### src/rtl/ws2812_pkg.sv
// ws2812_pkg: shared state encoding, 100 MHz default timing, sizing helpers and colour-order offsets
package ws2812_pkg;

  typedef enum logic [2:0] {
    S_IDLE  = 3'd0,
    S_FETCH = 3'd1,
    S_LOAD  = 3'd2,
    S_HIGH  = 3'd3,
    S_LOW   = 3'd4,
    S_LATCH = 3'd5
  } state_e;

  localparam int DEF_NUM_LEDS = 8;
  localparam int DEF_T0H      = 40;
  localparam int DEF_T0L      = 85;
  localparam int DEF_T1H      = 80;
  localparam int DEF_T1L      = 45;
  localparam int DEF_TRES     = 6000;

  localparam int R_OFS = 16;
  localparam int G_OFS = 8;
  localparam int B_OFS = 0;

  function automatic int clog2(input int v);
    int r;
    for (r = 0; (1 << r) < v; r++) begin
    end
    return r;
  endfunction

  function automatic int max2(input int a, input int b);
    return a > b ? a : b;
  endfunction

  function automatic logic [23:0] to_grb(input logic [23:0] p);
    return {p[G_OFS+:8], p[R_OFS+:8], p[B_OFS+:8]};
  endfunction

  function automatic logic [7:0] scale8(input logic [7:0] c, input logic [7:0] b);
    logic [15:0] p;
    p = {8'd0, c} * ({8'd0, b} + 16'd1);
    return p[15:8];
  endfunction

endpackage

### src/rtl/ws2812_bit_timer.sv
// ws2812_bit_timer: loadable down-counter that pulses o_expire on its last count
module ws2812_bit_timer #(
  parameter int CNT_W = 8
) (
  input  logic             i_clk,
  input  logic             i_rst,
  input  logic             i_load,
  input  logic [CNT_W-1:0] i_val,
  output logic             o_expire,
  output logic             o_idle
);

  logic [CNT_W-1:0] cnt_q, cnt_d;

  // load wins over counting; the count parks at zero
  always_comb cnt_d = i_load ? i_val : (cnt_q != '0 ? cnt_q - CNT_W'(1) : cnt_q);

  // count register
  always_ff @(posedge i_clk or posedge i_rst)
    if (i_rst) cnt_q <= '0;
    else cnt_q <= cnt_d;

  assign o_expire = cnt_q == CNT_W'(1);
  assign o_idle   = cnt_q == '0;

endmodule

### src/rtl/ws2812_strip_driver.sv
// ws2812_strip_driver: fetches NUM_LEDS RGB words, serialises them as GRB WS2812 NRZ, then latches; WS2812_BRIGHTNESS_EN adds global brightness scaling
module ws2812_strip_driver
  import ws2812_pkg::*;
#(
  parameter int NUM_LEDS = DEF_NUM_LEDS,
  parameter int T0H      = DEF_T0H,
  parameter int T0L      = DEF_T0L,
  parameter int T1H      = DEF_T1H,
  parameter int T1L      = DEF_T1L,
  parameter int TRES     = DEF_TRES,
  localparam int ADDR_W  = max2(1, clog2(NUM_LEDS)),
  localparam int CNT_W   = clog2(max2(max2(max2(T0H, T0L), max2(T1H, T1L)), TRES) + 1)
) (
  input  logic              i_clk,
  input  logic              i_rst,
  input  logic              i_start,
  input  logic [7:0]        i_bright,
  output logic              o_rd_en,
  output logic [ADDR_W-1:0] o_addr,
  input  logic [23:0]       i_pix_data,
  output logic              o_dout,
  output logic              o_busy,
  output logic              o_done,
  output logic [2:0]        o_state
);

  localparam logic [CNT_W-1:0] TH0 = CNT_W'(T0H);
  localparam logic [CNT_W-1:0] TL0 = CNT_W'(T0L);
  localparam logic [CNT_W-1:0] TH1 = CNT_W'(T1H);
  localparam logic [CNT_W-1:0] TL1 = CNT_W'(T1L);
  localparam logic [CNT_W-1:0] TR  = CNT_W'(TRES);
  localparam logic [ADDR_W-1:0] LAST = ADDR_W'(NUM_LEDS - 1);

  state_e            state_q, state_d;
  logic [23:0]       shreg_q, shreg_d;
  logic [4:0]        bit_idx_q, bit_idx_d;
  logic [ADDR_W-1:0] pix_q, pix_d;
  logic              frame_q, frame_d;
  logic              done_q, done_d;
  logic              dout_q, dout_d;
  logic              ld, expire, idle;
  logic [CNT_W-1:0]  ld_val;
  logic [23:0]       pix_grb;

`ifdef WS2812_BRIGHTNESS_EN
  logic [7:0] bright_q;

  // brightness is captured once per frame when the frame is accepted
  always_ff @(posedge i_clk or posedge i_rst)
    if (i_rst) bright_q <= '0;
    else if (state_q == S_IDLE && i_start) bright_q <= i_bright;

  assign pix_grb = to_grb({scale8(i_pix_data[23:16], bright_q),
                           scale8(i_pix_data[15:8], bright_q),
                           scale8(i_pix_data[7:0], bright_q)});
`else
  logic unused_bright;
  assign unused_bright = ^i_bright;
  assign pix_grb = to_grb(i_pix_data);
`endif

  ws2812_bit_timer #(.CNT_W(CNT_W)) u_timer (
    .i_clk   (i_clk),
    .i_rst   (i_rst),
    .i_load  (ld),
    .i_val   (ld_val),
    .o_expire(expire),
    .o_idle  (idle)
  );

  // next-state logic; the last LOW of a pixel is two cycles short to absorb FETCH+LOAD
  always_comb begin
    state_d   = state_q;
    shreg_d   = shreg_q;
    bit_idx_d = bit_idx_q;
    pix_d     = pix_q;
    frame_d   = frame_q;
    ld        = 1'b0;
    ld_val    = '0;
    case (state_q)
      S_IDLE: if (i_start) begin
        state_d = S_FETCH;
        pix_d   = '0;
        frame_d = 1'b1;
      end
      S_FETCH: state_d = S_LOAD;
      S_LOAD: begin
        state_d   = S_HIGH;
        shreg_d   = pix_grb;
        bit_idx_d = 5'd23;
        ld        = 1'b1;
        ld_val    = pix_grb[23] ? TH1 : TH0;
      end
      S_HIGH: if (expire) begin
        state_d = S_LOW;
        ld      = 1'b1;
        ld_val  = (shreg_q[23] ? TL1 : TL0) - (bit_idx_q == '0 ? CNT_W'(2) : '0);
      end
      S_LOW: if (expire) begin
        if (bit_idx_q != '0) begin
          state_d   = S_HIGH;
          shreg_d   = shreg_q << 1;
          bit_idx_d = bit_idx_q - 5'd1;
          ld        = 1'b1;
          ld_val    = shreg_q[22] ? TH1 : TH0;
        end else if (pix_q != LAST) begin
          state_d = S_FETCH;
          pix_d   = pix_q + ADDR_W'(1);
        end else begin
          state_d = S_LATCH;
          ld      = 1'b1;
          ld_val  = TR;
        end
      end
      S_LATCH: if (idle) begin
        ld     = 1'b1;
        ld_val = TR - CNT_W'(1);
      end else if (expire) begin
        state_d = S_IDLE;
        frame_d = 1'b0;
      end
      default: state_d = S_LATCH;
    endcase
  end

  assign done_d = state_q == S_LATCH && expire && frame_q;
  assign dout_d = state_d == S_HIGH;

  // state and datapath registers; reset lands in the post-reset latch with the line low
  always_ff @(posedge i_clk or posedge i_rst)
    if (i_rst) begin
      state_q   <= S_LATCH;
      shreg_q   <= '0;
      bit_idx_q <= '0;
      pix_q     <= '0;
      frame_q   <= 1'b0;
      done_q    <= 1'b0;
      dout_q    <= 1'b0;
    end else begin
      state_q   <= state_d;
      shreg_q   <= shreg_d;
      bit_idx_q <= bit_idx_d;
      pix_q     <= pix_d;
      frame_q   <= frame_d;
      done_q    <= done_d;
      dout_q    <= dout_d;
    end

  assign o_rd_en = state_q == S_FETCH;
  assign o_addr  = pix_q;
  assign o_dout  = dout_q;
  assign o_busy  = state_q != S_IDLE;
  assign o_done  = done_q;
  assign o_state = state_q;

endmodule

### config.mk
export PLATFORM = sky130hd
export DESIGN_NAME = ws2812_strip_driver
export DESIGN_NICKNAME = d
export VERILOG_FILES = /design/src/rtl/ws2812_pkg.sv /design/src/rtl/ws2812_bit_timer.sv /design/src/rtl/ws2812_strip_driver.sv
export SDC_FILE = /design/constraint.sdc
export NUM_CORES = 1
export LEC_CHECK = 0
export BUFFER_PORTS_ARGS = -buffer_cell sky130_fd_sc_hd__buf_2
export CAP_MARGIN = 20
export CORE_ASPECT_RATIO = 0.8
export CORE_UTILIZATION = 63
export CTS_BUF_LIST = sky130_fd_sc_hd__clkbuf_4 sky130_fd_sc_hd__clkbuf_8
export CTS_CLUSTER_SIZE = 25
export DETAILED_ROUTE_END_ITERATION = 16
export MAX_ROUTING_LAYER = met4
export PLACE_DENSITY = 0.92
export SLEW_MARGIN = 10
export SYNTH_ARGS = -nofsm -noshare
export SYNTH_HDL_FRONTEND = slang
export SYNTH_SLANG_ARGS = --single-unit
### constraint.sdc
create_clock -name i_clk -period 5.4 [get_ports i_clk]
set_clock_uncertainty 0.05 [all_clocks]
set_input_delay 0 -clock i_clk [delete_from_list [all_inputs] [get_ports i_clk]]
set_output_delay 0 -clock i_clk [all_outputs]
set_load 0.005 [all_outputs]
==> results_tabular.tex, run 1 <==
\begin{tabular}{lr}
\hline
Metric & Value \\
\hline
\multicolumn{2}{l}{\textbf{Outcome}} \\
Outcome & finished clean \\
\multicolumn{2}{l}{\textbf{Timing}} \\
Number of pins exceeding their max-slew limit in the final report & 0 \\
RSZ-0062 raised after global routing & no \\
Final setup violation count & 0 \\
Maximum achievable frequency & 362 MHz \\
Final Critical Period & 2.76 ns \\
Post-route fraction of the period consumed by the critical path & 0.512 \\
Max-slew headroom & 0.602 \\
Final Hold Slack & 0.203 ns \\
Slew at the pin closest to its max-slew limit & 0.593 ns \\
Setup total negative slack & 0 ns \\
Final count of hold timing violations & 0 \\
\multicolumn{2}{l}{\textbf{Job}} \\
Max-cap violations & 0 \\
\multicolumn{2}{l}{\textbf{Pwr}} \\
Total power divided by cell area & 498 nW/um\^{}2 \\
Max VDD drop & 0.387 mV \\
Power after layout & 0.00170 W \\
Leak & 1.50 nW \\
\multicolumn{2}{l}{\textbf{Yosys}} \\
Largest family of logic cells by synthesized area & simple AND/OR/NAND/NOR gates \\
Fraction of the yosys area taken by sequential cells & 0.459 \\
Number of flops mapped to enable cells by yosys & 0 \\
XOR/XNOR share of the synthesized area & 0.0252 \\
Net count after synthesis & 353 \\
Number of cells produced by synthesis & 312 \\
Fraction of registers with async set or reset after synthesis & 1.00 \\
Fraction of the mapped netlist area in adder cells & 0.0270 \\
Number of distinct library cell variants in the gate-level netlist after synthesis & 56 \\
Post-Syn Area & 2780 sq um \\
Synth warn & 0 \\
Flop and latch count out of synthesis & 51 \\
Simple-gate area share of the yosys netlist & 0.278 \\
Mux cell area share after synthesis & 0.0112 \\
Mean cell area of the mapped netlist & 8.92 sq um \\
Prevailing post-synth register cell & dfrtp\_1 \\
Compound-gate portion of the synthesized area & 0.156 \\
\multicolumn{2}{l}{\textbf{Global routing}} \\
First-pass GRT wire length & 11,600 um \\
Maximum number of pins on one net before global-route repair & 54 \\
Overall track demand over capacity in global routing & 0.337 \\
Total gr overflow & 0 \\
Initial antenna violation count & 0 \\
Vias in the first global route & 2,529 \\
\multicolumn{2}{l}{\textbf{Clock network}} \\
CTS resizes & 0 \\
Maximum number of buffers from clock root to sink & 2 \\
Clock-pin slew on the worst setup and hold paths & 0.09 ns \\
Number of clock sinks & 51 \\
Number of buffers inserted during clock tree synthesis & 5 \\
H-tree level count & 2 \\
Clock tree root driver cell & clkbuf\_8 \\
Clock latency on the worst-skew pair & 0.30 ns \\
TritonCTS clock tree & yes \\
\multicolumn{2}{l}{\textbf{Setup path}} \\
Arr. time, crit path & 2.93 ns \\
Worst Path Required & 5.57 ns \\
Kind of start point of the critical path & register \\
Worst Path Class, Setup & reg -> reg \\
Worst-path fanout max & 33 \\
CP Capture Type & register \\
\multicolumn{2}{l}{\textbf{Final layout}} \\
Area added between synthesis and finish & 22.6\% \\
Final net count & 411 \\
Layout cell share with drive strength beyond 1 & 0.183 \\
N\_diodes & 0 \\
Non-filler instance count after layout & 428 \\
Final core area utilization & 0.812 \\
\multicolumn{2}{l}{\textbf{Floorplanning}} \\
Vertical die dimension & 61.5 um \\
Die Area & 4690 sq um \\
Starting Density & 0.662 \\
Floorplan Core Area & 4200 sq um \\
I/O pin count & 45 \\
Horiz. Die Dim & 76.3 um \\
Row Count & 21 \\
\multicolumn{2}{l}{\textbf{Placement}} \\
Port bufs & 36 \\
Half-perimeter wire length of the detailed placement result & 4380 um \\
Routability congestion estimate from global placement & 0.962 \\
\# placed instances & 392 \\
\multicolumn{2}{l}{\textbf{Routing}} \\
Post-detailed-route DRC marker count & 0 \\
Starting DRC count in detailed routing & 334 \\
Via-to-Cell Ratio & 6.37 \\
Vias & 2,728 \\
Wirelength per Cell & 17.4 um \\
Residual antenna-violating net count after detailed routing & 0 \\
Post-detailed-routing wire length & 7440 um \\
First-pass detailed-route iteration total & 5 \\
\multicolumn{2}{l}{\textbf{Hold path}} \\
Min-delay worst type & in -> async \\
\hline
\end{tabular}
## power by group
group	internal (W)	switching [W]	leakage, nW	total (W)
Combinational	0.000322	0.000405	0.859	0.000726
Sequential	0.000546	0.000157	0.582	0.000703
Clock	0.000143	0.000127	0.0548	0.000270
Total	0.00101	0.000688	1.50	0.00170
## kinds of logic (layout without fill, tap and decap cells)
family | after synthesis | in the layout
xor+xnor | 8 | 8
mux | 3 | 3
buf+inv | 28 | 87
simple gates | 150 | 150
compound gates | 66 | 66
fa+ha+maj | 6 | 6
flops | 51 | 51
## placed cells by master, fill, tap and decap left out, types with 6 or more instances in the layout
| cell type | n |
|---|---|
| nand2_1 | 56 |
| inv_1 | 11 |
| nand3_1 | 9 |
| nor3_1 | 6 |
| a31oi_1 | 28 |
| o21ai_0 | 6 |
| o21ai_1 | 6 |
| buf_2 | 36 |
| dfrtp_1 | 49 |
| dlygate4sd3_1 | 26 |
| a21oi_1 | 9 |
| nor2_1 | 37 |
| ha_1 | 6 |
## synthesized netlist by cell type (3+ instances only)
library cell,n,area (sq um)
or3_1,3,18.8
clkbuf_1,10,37.5
nor4_1,5,31.3
nand3_1,9,45.0
nor2_1,37,139
xnor2_1,5,43.8
dfrtp_1,49,1230
o211ai_1,3,22.5
a21oi_1,9,45.0
o21ai_1,6,30.0
ha_1,6,75.1
nand2_1,56,210
and2_1,3,18.8
nor3_1,6,30.0
inv_1,12,45.0
nand4_1,5,31.3
o21ai_0,6,30.0
buf_2,3,15.0
xor2_1,3,26.3
buf_4,3,22.5
a31oi_1,28,175
## state kept, by name (all words and copies together) (netlist names)
signal and count:
o_dout 1, frame_q 1, o_state 3, shreg_q 24
u_timer.cnt_q 13, bit_idx_q 5, o_addr 3, o_done 1
## area by class of cell
| type | count | area [sq um] |
|---|---|---|
| Fill cell | 235 | 792 |
| Timing Repair Buffer | 67 | 510 |
| Inverter | 12 | 45.0 |
| Sequential cell | 51 | 1280 |
| Clock buffer | 6 | 76.3 |
| Multi-Input combinational cell | 233 | 1390 |
| Clock inverter | 2 | 37.5 |
| Tap cell | 57 | 71.3 |
## metal layers
metal  wire, um  GRT usage  vias to the layer above  part of all wire
li1           -          -                     1223                 -
met1       2990      0.409                     1309              0.40
met2       3680      0.586                      170              0.49
met3        593     0.0652                       26             0.080
met4        174      0.107                        0             0.023
met5          0          -                        -                 0
## what timing repair did
| action | in CTS | in global routing |
|---|---|---|
| buffers inserted | 0 | 0 |
| setup endpoints to repair | 0 | 0 |
| hold buffers | 26 | 0 |
| hold endpoints to repair | 74 | 0 |
## metrics by stage
stage / instance area, sq um / setup WS [ns]
finish: 3410 / 2.64
CTS: 3360 / 2.28
floorplan: 2780 / 3.32
detailed placement: 2990 / 2.33
global route: 3410 / 2.43
global placement: 2990 / 2.44
## final timing paths
kind                       slack [ns]  cells past startpoint           to            from
setup / recovery                 2.64                      7  shreg_q[22]      o_state[2]
max in group asynchronous        4.51                      4   o_state[2]           i_rst
hold / removal                   0.20                      3  shreg_q[22]           i_rst
hold reg to reg                  0.46                      2      frame_q         frame_q
min in group i_clk               0.44                      4  shreg_q[10]  i_pix_data[18]
setup reg to reg                 2.64                      7  shreg_q[22]      o_state[2]
## worst max-delay path, stage by stage, from the launching register on
cell      delay (ns)
dfstp_2         0.71
or3b_1          0.37
buf_4           0.23
o21ai_1         0.25
a21boi_4        0.56
buf_16          0.25
nor2_1          0.06
a31oi_1         0.17
Power figures use the tool's default switching activity.
==> run 2, diff against run 1 <==
Settings changed: CORE_UTILIZATION 63 to 53, PLACE_DENSITY 0.92 to 0.83.
Clock period 5.4 ns to 2.5 ns, I/O delays scaled along.
==> run 2 against run 1 <==
Effect of this change: worst setup slack got worse by 2.4 ns; routed wire length decreased by 6.9%; combinational power increased by 110%; final area increased by 0.48%; power increased by 110%; global-route usage decreased by 6.2 points.
==> results_tabular.tex, run 2 (same netlist as run 1, synthesis figures left out) <==
\begin{tabular}{lr}
\hline
Metric & Value \\
\hline
\multicolumn{2}{l}{\textbf{Outcome}} \\
Outcome & finished clean \\
\multicolumn{2}{l}{\textbf{Final layout}} \\
Regs by FF count & shreg\_q x24, u\_timer.cnt\_q x13, bit\_idx\_q x5 \\
Register name with the most flops & shreg\_q \\
N\_diodes & 0 (unchanged) \\
Final net count & 420 (+2.2\%) \\
Commonest cells after routing, fill and taps aside & nand2\_1 (56), dfrtp\_1 (49), nor2\_1 (37) \\
Most common cell after layout, fill and taps aside & nand2\_1 \\
Layout cell share with drive strength beyond 1 & 0.203 (+0.0193) \\
Finished Cell Area & 3430 sq um (+0.48\%) \\
Non-filler instance count after layout & 442 (+3.3\%) \\
Max reg flops & 24 (unchanged) \\
Area added between synthesis and finish & 23.1\% \\
Final core area utilization & 0.681 (-0.131) \\
\multicolumn{2}{l}{\textbf{Setup path}} \\
Arr. time, crit path & 2.43 ns (-0.50 ns) \\
Worst Path Class, Setup & reg -> reg \\
Worst-path fanout max & 7 (-79\%) \\
Largest stage delay on the critical path & 0.46 ns (-0.25 ns) \\
Cell with the largest stage delay on the worst path & or4b\_1 \\
CP Capture Type & register \\
Worst Path Required & 2.64 ns (-2.93 ns) \\
Kind of start point of the critical path & register \\
Ordered list of cells on the worst path & inv\_1 -> ha\_1 -> or4b\_1 -> nor2\_1 -> or3\_1 -> buf\_4 -> nand3\_1 -> a2bb2oi\_2 \\
\multicolumn{2}{l}{\textbf{Routing}} \\
Post-detailed-routing wire length & 6930 um (-6.9\%) \\
First-pass detailed-route iteration total & 5 (unchanged) \\
Residual antenna-violating net count after detailed routing & 0 (unchanged) \\
Post-detailed-route DRC marker count & 0 (unchanged) \\
Vias & 2,599 (-4.7\%) \\
Via-to-Cell Ratio & 5.88 (-7.7\%) \\
Wirelength per Cell & 15.7 um (-9.8\%) \\
Starting DRC count in detailed routing & 246 (-26\%) \\
\multicolumn{2}{l}{\textbf{Hold path}} \\
Min-delay worst type & in -> async \\
\multicolumn{2}{l}{\textbf{Timing}} \\
Final Critical Period & 2.29 ns (-0.476 ns) \\
Final setup violation count & 0 (unchanged) \\
Final count of hold timing violations & 0 (unchanged) \\
Post-route fraction of the period consumed by the critical path & 0.915 (+0.403) \\
Maximum achievable frequency & 437 MHz (+21\%) \\
Setup total negative slack & 0 ns (unchanged) \\
Slew at the pin closest to its max-slew limit & 0.463 ns (-0.131 ns) \\
Max-slew headroom & 0.689 (+0.0877) \\
RSZ-0062 raised after global routing & no \\
Number of pins exceeding their max-slew limit in the final report & 0 (unchanged) \\
\multicolumn{2}{l}{\textbf{Floorplanning}} \\
Vertical die dimension & 66.8 um (+8.7\%) \\
Row Count & 23 (+9.5\%) \\
Starting Density & 0.553 (-0.109) \\
Horiz. Die Dim & 83.0 um (+8.8\%) \\
I/O pin count & 45 (unchanged) \\
Floorplan Core Area & 5040 sq um (+20\%) \\
Die Area & 5550 sq um (+18\%) \\
\multicolumn{2}{l}{\textbf{Placement}} \\
Port bufs & 36 (unchanged) \\
Post-DP Area & 3080 sq um (+3.0\%) \\
Routability congestion estimate from global placement & 0.924 (-4.0\%) \\
\# placed instances & 408 (+4.1\%) \\
Half-perimeter wire length of the detailed placement result & 4550 um (+3.8\%) \\
\multicolumn{2}{l}{\textbf{Clock network}} \\
Number of buffers inserted during clock tree synthesis & 5 (unchanged) \\
Clock-pin slew on the worst setup and hold paths & 0.10 ns (about the same) \\
Clock tree root driver cell & clkbuf\_8 \\
TritonCTS clock tree & yes \\
Clock latency on the worst-skew pair & 0.31 ns (about the same) \\
Number of clock sinks & 51 (unchanged) \\
CTS resizes & 0 (unchanged) \\
Hold buffer count at cts & 26 (unchanged) \\
Maximum number of buffers from clock root to sink & 2 (unchanged) \\
H-tree level count & 2 (unchanged) \\
Post-CTS Setup Repair Bufs & 0 (unchanged) \\
\multicolumn{2}{l}{\textbf{Global routing}} \\
Total gr overflow & 0 (unchanged) \\
Vias in the first global route & 2,484 (-1.8\%) \\
First-pass GRT wire length & 11,500 um (-0.83\%) \\
Overall track demand over capacity in global routing & 0.276 (-0.0617) \\
Initial antenna violation count & 0 (unchanged) \\
Maximum number of pins on one net before global-route repair & 38 (-30\%) \\
\multicolumn{2}{l}{\textbf{Pwr}} \\
Leak & 1.52 nW (+1.5\%) \\
Total power divided by cell area & 1020 nW/um\^{}2 (+110\%) \\
Power after layout & 0.00351 W (+110\%) \\
Max VDD drop & 0.568 mV (+47\%) \\
\multicolumn{2}{l}{\textbf{Job}} \\
Max-cap violations & 0 (unchanged) \\
\hline
\end{tabular}
==> run 2: changes by cell type in the layout (fill, tap and decap cells not counted), sizes merged <==
cell    before  now
bufinv       1    0
buf         41   50
clkinv       0    1
==> run 2: final timing paths <==
check,startpoint,endpoint,slack (ns),depth (start not counted)
setup / recovery,bit_idx_q[0],u_timer.cnt_q[0],0.21,8
hold / removal,i_rst,o_state[1],0.18,3
setup reg to reg,bit_idx_q[0],u_timer.cnt_q[0],0.21,8
hold reg to reg,frame_q,frame_q,0.47,2
max in group asynchronous,i_rst,o_addr[2],1.45,4
min in group i_clk,i_pix_data[0],shreg_q[0],0.39,4
==> run 2: routing by layer <==
layer	GRT usage	vias to the layer above	part of all wire
li1	-	1236	-
met1	0.343	1237	0.44
met2	0.434	107	0.47
met3	0.0570	19	0.066
met4	0.138	0	0.028
met5	-	-	0
==> run 2: per-stage QoR <==
stage	hold slack (ns)	worst slack (ns)
after CTS	0.174	0.253
after global placement	-0.0415	0.302
after detailed placement	-0.0343	0.282
after global routing	0.209	0.0443
final	0.176	0.212
after floorplan	0.0725	0.424
==> run 2: worst max-delay path, delay by kind of cell (launching register included) <==
kind / cells / cell delay, ns
buffers and inverters: 2 / 0.29
AOI/OAI and AO/OA: 1 / 0.19
DFF: 1 / 0.44
adders and majority gates: 1 / 0.16
and+or+nand+nor: 4 / 1.04
==> run 2: power breakdown <==
group / leakage, nW / switching, W / internal (W)
registers: 0.582 / 0.000290 / 0.00118
logic: 0.892 / 0.000855 / 0.000695
clock network: 0.0446 / 0.000284 / 0.000207
total: 1.52 / 0.00143 / 0.00208
==> run 2: area by class of cell <==
type,count,area (sq um)
clock buffer,6,76.3
clock inverter,2,12.5
fill,372,1610
inverter,12,45.0
multi-input combinational,233,1390
sequential,51,1280
tap,62,77.6
timing repair buffer,76,546
==> run 3, diff against run 2 <==
Settings changed: CORE_UTILIZATION 53 to 51, CTS_BUF_LIST sky130_fd_sc_hd__clkbuf_4 sky130_fd_sc_hd__clkbuf_8 to not set, CTS_CLUSTER_SIZE 25 to 40, PLACE_DENSITY 0.83 to 0.8, SLEW_MARGIN 10 to not set.
==> run 3 against run 2 <==
Effect of this change: fmax about the same; first-iteration DRC count fell by 9.8%; worst setup slack got worse by 0.0012 ns; non-clock buffer count up 2; core utilization hardly changed; clock power is 21% higher; worst hold slack improved by 0.067 ns; largest cell class unchanged.
==> results_tabular.tex, run 3 (same netlist as run 1, synthesis figures left out) <==
\begin{tabular}{lr}
\hline
Metric & Value \\
\hline
\multicolumn{2}{l}{\textbf{Outcome}} \\
Outcome & finished clean \\
\multicolumn{2}{l}{\textbf{Routing}} \\
Post-detailed-routing wire length & 6580 um (-5.0\%) \\
Via-to-Cell Ratio & 5.88 (about the same) \\
Residual antenna-violating net count after detailed routing & 0 (unchanged) \\
Vias & 2,612 (+0.50\%) \\
Starting DRC count in detailed routing & 222 (-9.8\%) \\
First-pass detailed-route iteration total & 7 (+2) \\
Post-detailed-route DRC marker count & 0 (unchanged) \\
Wirelength per Cell & 14.8 um (-5.5\%) \\
\multicolumn{2}{l}{\textbf{Clock network}} \\
Post-CTS Setup Repair Bufs & 0 (unchanged) \\
Number of clock sinks & 51 (unchanged) \\
Clock latency on the worst-skew pair & 0.30 ns (about the same) \\
Clock tree root driver cell & clkbuf\_8 \\
Clock-pin slew on the worst setup and hold paths & 0.10 ns (about the same) \\
Maximum number of buffers from clock root to sink & 2 (unchanged) \\
H-tree level count & 2 (unchanged) \\
TritonCTS clock tree & yes \\
Number of buffers inserted during clock tree synthesis & 5 (unchanged) \\
\multicolumn{2}{l}{\textbf{Global routing}} \\
First-pass GRT wire length & 11,500 um (-0.71\%) \\
Overall track demand over capacity in global routing & 0.263 (-0.0131) \\
Initial antenna violation count & 0 (unchanged) \\
Vias in the first global route & 2,488 (+0.16\%) \\
Maximum number of pins on one net before global-route repair & 38 (unchanged) \\
Total gr overflow & 0 (unchanged) \\
\multicolumn{2}{l}{\textbf{Final layout}} \\
N\_diodes & 0 (unchanged) \\
Final net count & 422 (+0.48\%) \\
Register name with the most flops & shreg\_q \\
Commonest cells after routing, fill and taps aside & nand2\_1 (56), dfrtp\_1 (49), nor2\_1 (37) \\
Finished Cell Area & 3490 sq um (+1.8\%) \\
Area added between synthesis and finish & 25.3\% \\
Regs by FF count & shreg\_q x24, u\_timer.cnt\_q x13, bit\_idx\_q x5 \\
Max reg flops & 24 (unchanged) \\
Most common cell after layout, fill and taps aside & nand2\_1 \\
Layout cell share with drive strength beyond 1 & 0.209 (+0.00679) \\
\multicolumn{2}{l}{\textbf{Job}} \\
Max-cap violations & 0 (unchanged) \\
\multicolumn{2}{l}{\textbf{Floorplanning}} \\
Floorplan Core Area & 5120 sq um (+1.7\%) \\
Horiz. Die Dim & 84.6 um (+1.9\%) \\
I/O pin count & 45 (unchanged) \\
Starting Density & 0.543 (-0.00932) \\
Vertical die dimension & 68.1 um (+1.9\%) \\
Row Count & 23 (unchanged) \\
Die Area & 5760 sq um (+3.8\%) \\
\multicolumn{2}{l}{\textbf{Setup path}} \\
Ordered list of cells on the worst path & inv\_1 -> ha\_1 -> or4b\_1 -> nor2\_1 -> or3\_1 -> buf\_4 -> nand3\_1 -> a2bb2oi\_2 \\
Worst Path Class, Setup & reg -> reg \\
Kind of start point of the critical path & register \\
CP Capture Type & register \\
Worst-path fanout max & 7 (unchanged) \\
Arr. time, crit path & 2.42 ns (about the same) \\
Largest stage delay on the critical path & 0.46 ns (about the same) \\
Worst Path Required & 2.63 ns (about the same) \\
Cell with the largest stage delay on the worst path & or4b\_1 \\
\multicolumn{2}{l}{\textbf{Timing}} \\
Final count of hold timing violations & 0 (unchanged) \\
Final Critical Period & 2.29 ns (+0.00120 ns) \\
Slew at the pin closest to its max-slew limit & 0.564 ns (+0.102 ns) \\
Final setup violation count & 0 (unchanged) \\
Number of pins exceeding their max-slew limit in the final report & 0 (unchanged) \\
Maximum achievable frequency & 437 MHz (about the same) \\
Post-route fraction of the period consumed by the critical path & 0.916 (about the same) \\
RSZ-0062 raised after global routing & no \\
Setup total negative slack & 0 ns (unchanged) \\
Max-slew headroom & 0.623 (-0.0660) \\
\multicolumn{2}{l}{\textbf{Pwr}} \\
Max VDD drop & 0.616 mV (+8.4\%) \\
Leak & 1.55 nW (+2.1\%) \\
Total power divided by cell area & 1050 nW/um\^{}2 (+2.5\%) \\
\multicolumn{2}{l}{\textbf{Placement}} \\
Port bufs & 36 (unchanged) \\
Half-perimeter wire length of the detailed placement result & 4560 um (+0.28\%) \\
Post-DP Area & 3110 sq um (+0.89\%) \\
Routability congestion estimate from global placement & 0.941 (+1.9\%) \\
\multicolumn{2}{l}{\textbf{Hold path}} \\
Min-delay worst type & in -> async \\
\hline
\end{tabular}
-- run 3: area by class of cell --
| type | instances | area [sq um] |
|---|---|---|
| multi-input cells | 233 | 1400 |
| clock inverters | 2 | 35.0 |
| well taps | 62 | 77.6 |
| repair buffers | 78 | 573 |
| clock buffers | 6 | 82.6 |
| fillers | 401 | 1630 |
| flip-flops and latches | 51 | 1280 |
| inverters | 12 | 45.0 |
-- run 3: worst max-delay path: cells and delay by family, from the launching register on --
kind	cells	cell delay, ns
simple gates	4	1.05
flops	1	0.43
buf+inv	2	0.28
compound gates	1	0.19
fa+ha+maj	1	0.16
-- run 3: path summary, 6_finish.rpt --
| path | end | depth (start not counted) | from | slack [ns] |
|---|---|---|---|---|
| worst max register to register | u_timer.cnt_q[0] | 8 | bit_idx_q[0] | 0.21 |
| min in group i_clk | shreg_q[0] | 4 | i_pix_data[0] | 0.40 |
| worst max-delay path | u_timer.cnt_q[0] | 8 | bit_idx_q[0] | 0.21 |
| max in group asynchronous | shreg_q[13] | 4 | i_rst | 1.55 |
| worst min-delay path | shreg_q[8] | 3 | i_rst | 0.24 |
| worst min register to register | frame_q | 2 | frame_q | 0.46 |
-- run 3: metal layers --
metal	vias up	share of wire	global-route usage	wire length, um
li1	1247	-	-	-
met1	1251	0.47	0.337	3080
met2	105	0.45	0.425	2980
met3	9	0.071	0.0700	464
met4	0	0.0091	0.0593	60
met5	-	0	-	0
-- run 3: report_power, final --
part / switching, W / internal [W]
registers: 0.000279 / 0.00118
clock network: 0.000269 / 0.000324
logic: 0.000881 / 0.000729
total: 0.00143 / 0.00223
-- run 3: through the flow --
step | hold slack [ns] | instances | setup slack [ns] | total power [W] | util
floorplan | 0.0725 | 312 | 0.424 | 0.00256 | -
global placement | 0.0357 | 410 | 0.304 | 0.00293 | 0.606
detailed placement | 0.0396 | 410 | 0.241 | 0.00300 | 0.606
CTS | 0.262 | 444 | 0.210 | 0.00362 | 0.680
global route | 0.291 | 444 | 0.0587 | 0.00393 | 0.681
finish | 0.243 | 444 | 0.210 | 0.00366 | 0.681
-- run 3: what timing repair did --
action / 4_1_cts / 5_1_grt
hold buffers: 26 / 0
endpoints found under the setup margin: 0 / 2
hold endpoints to repair: 49 / 0
resized for setup: 0 / 1
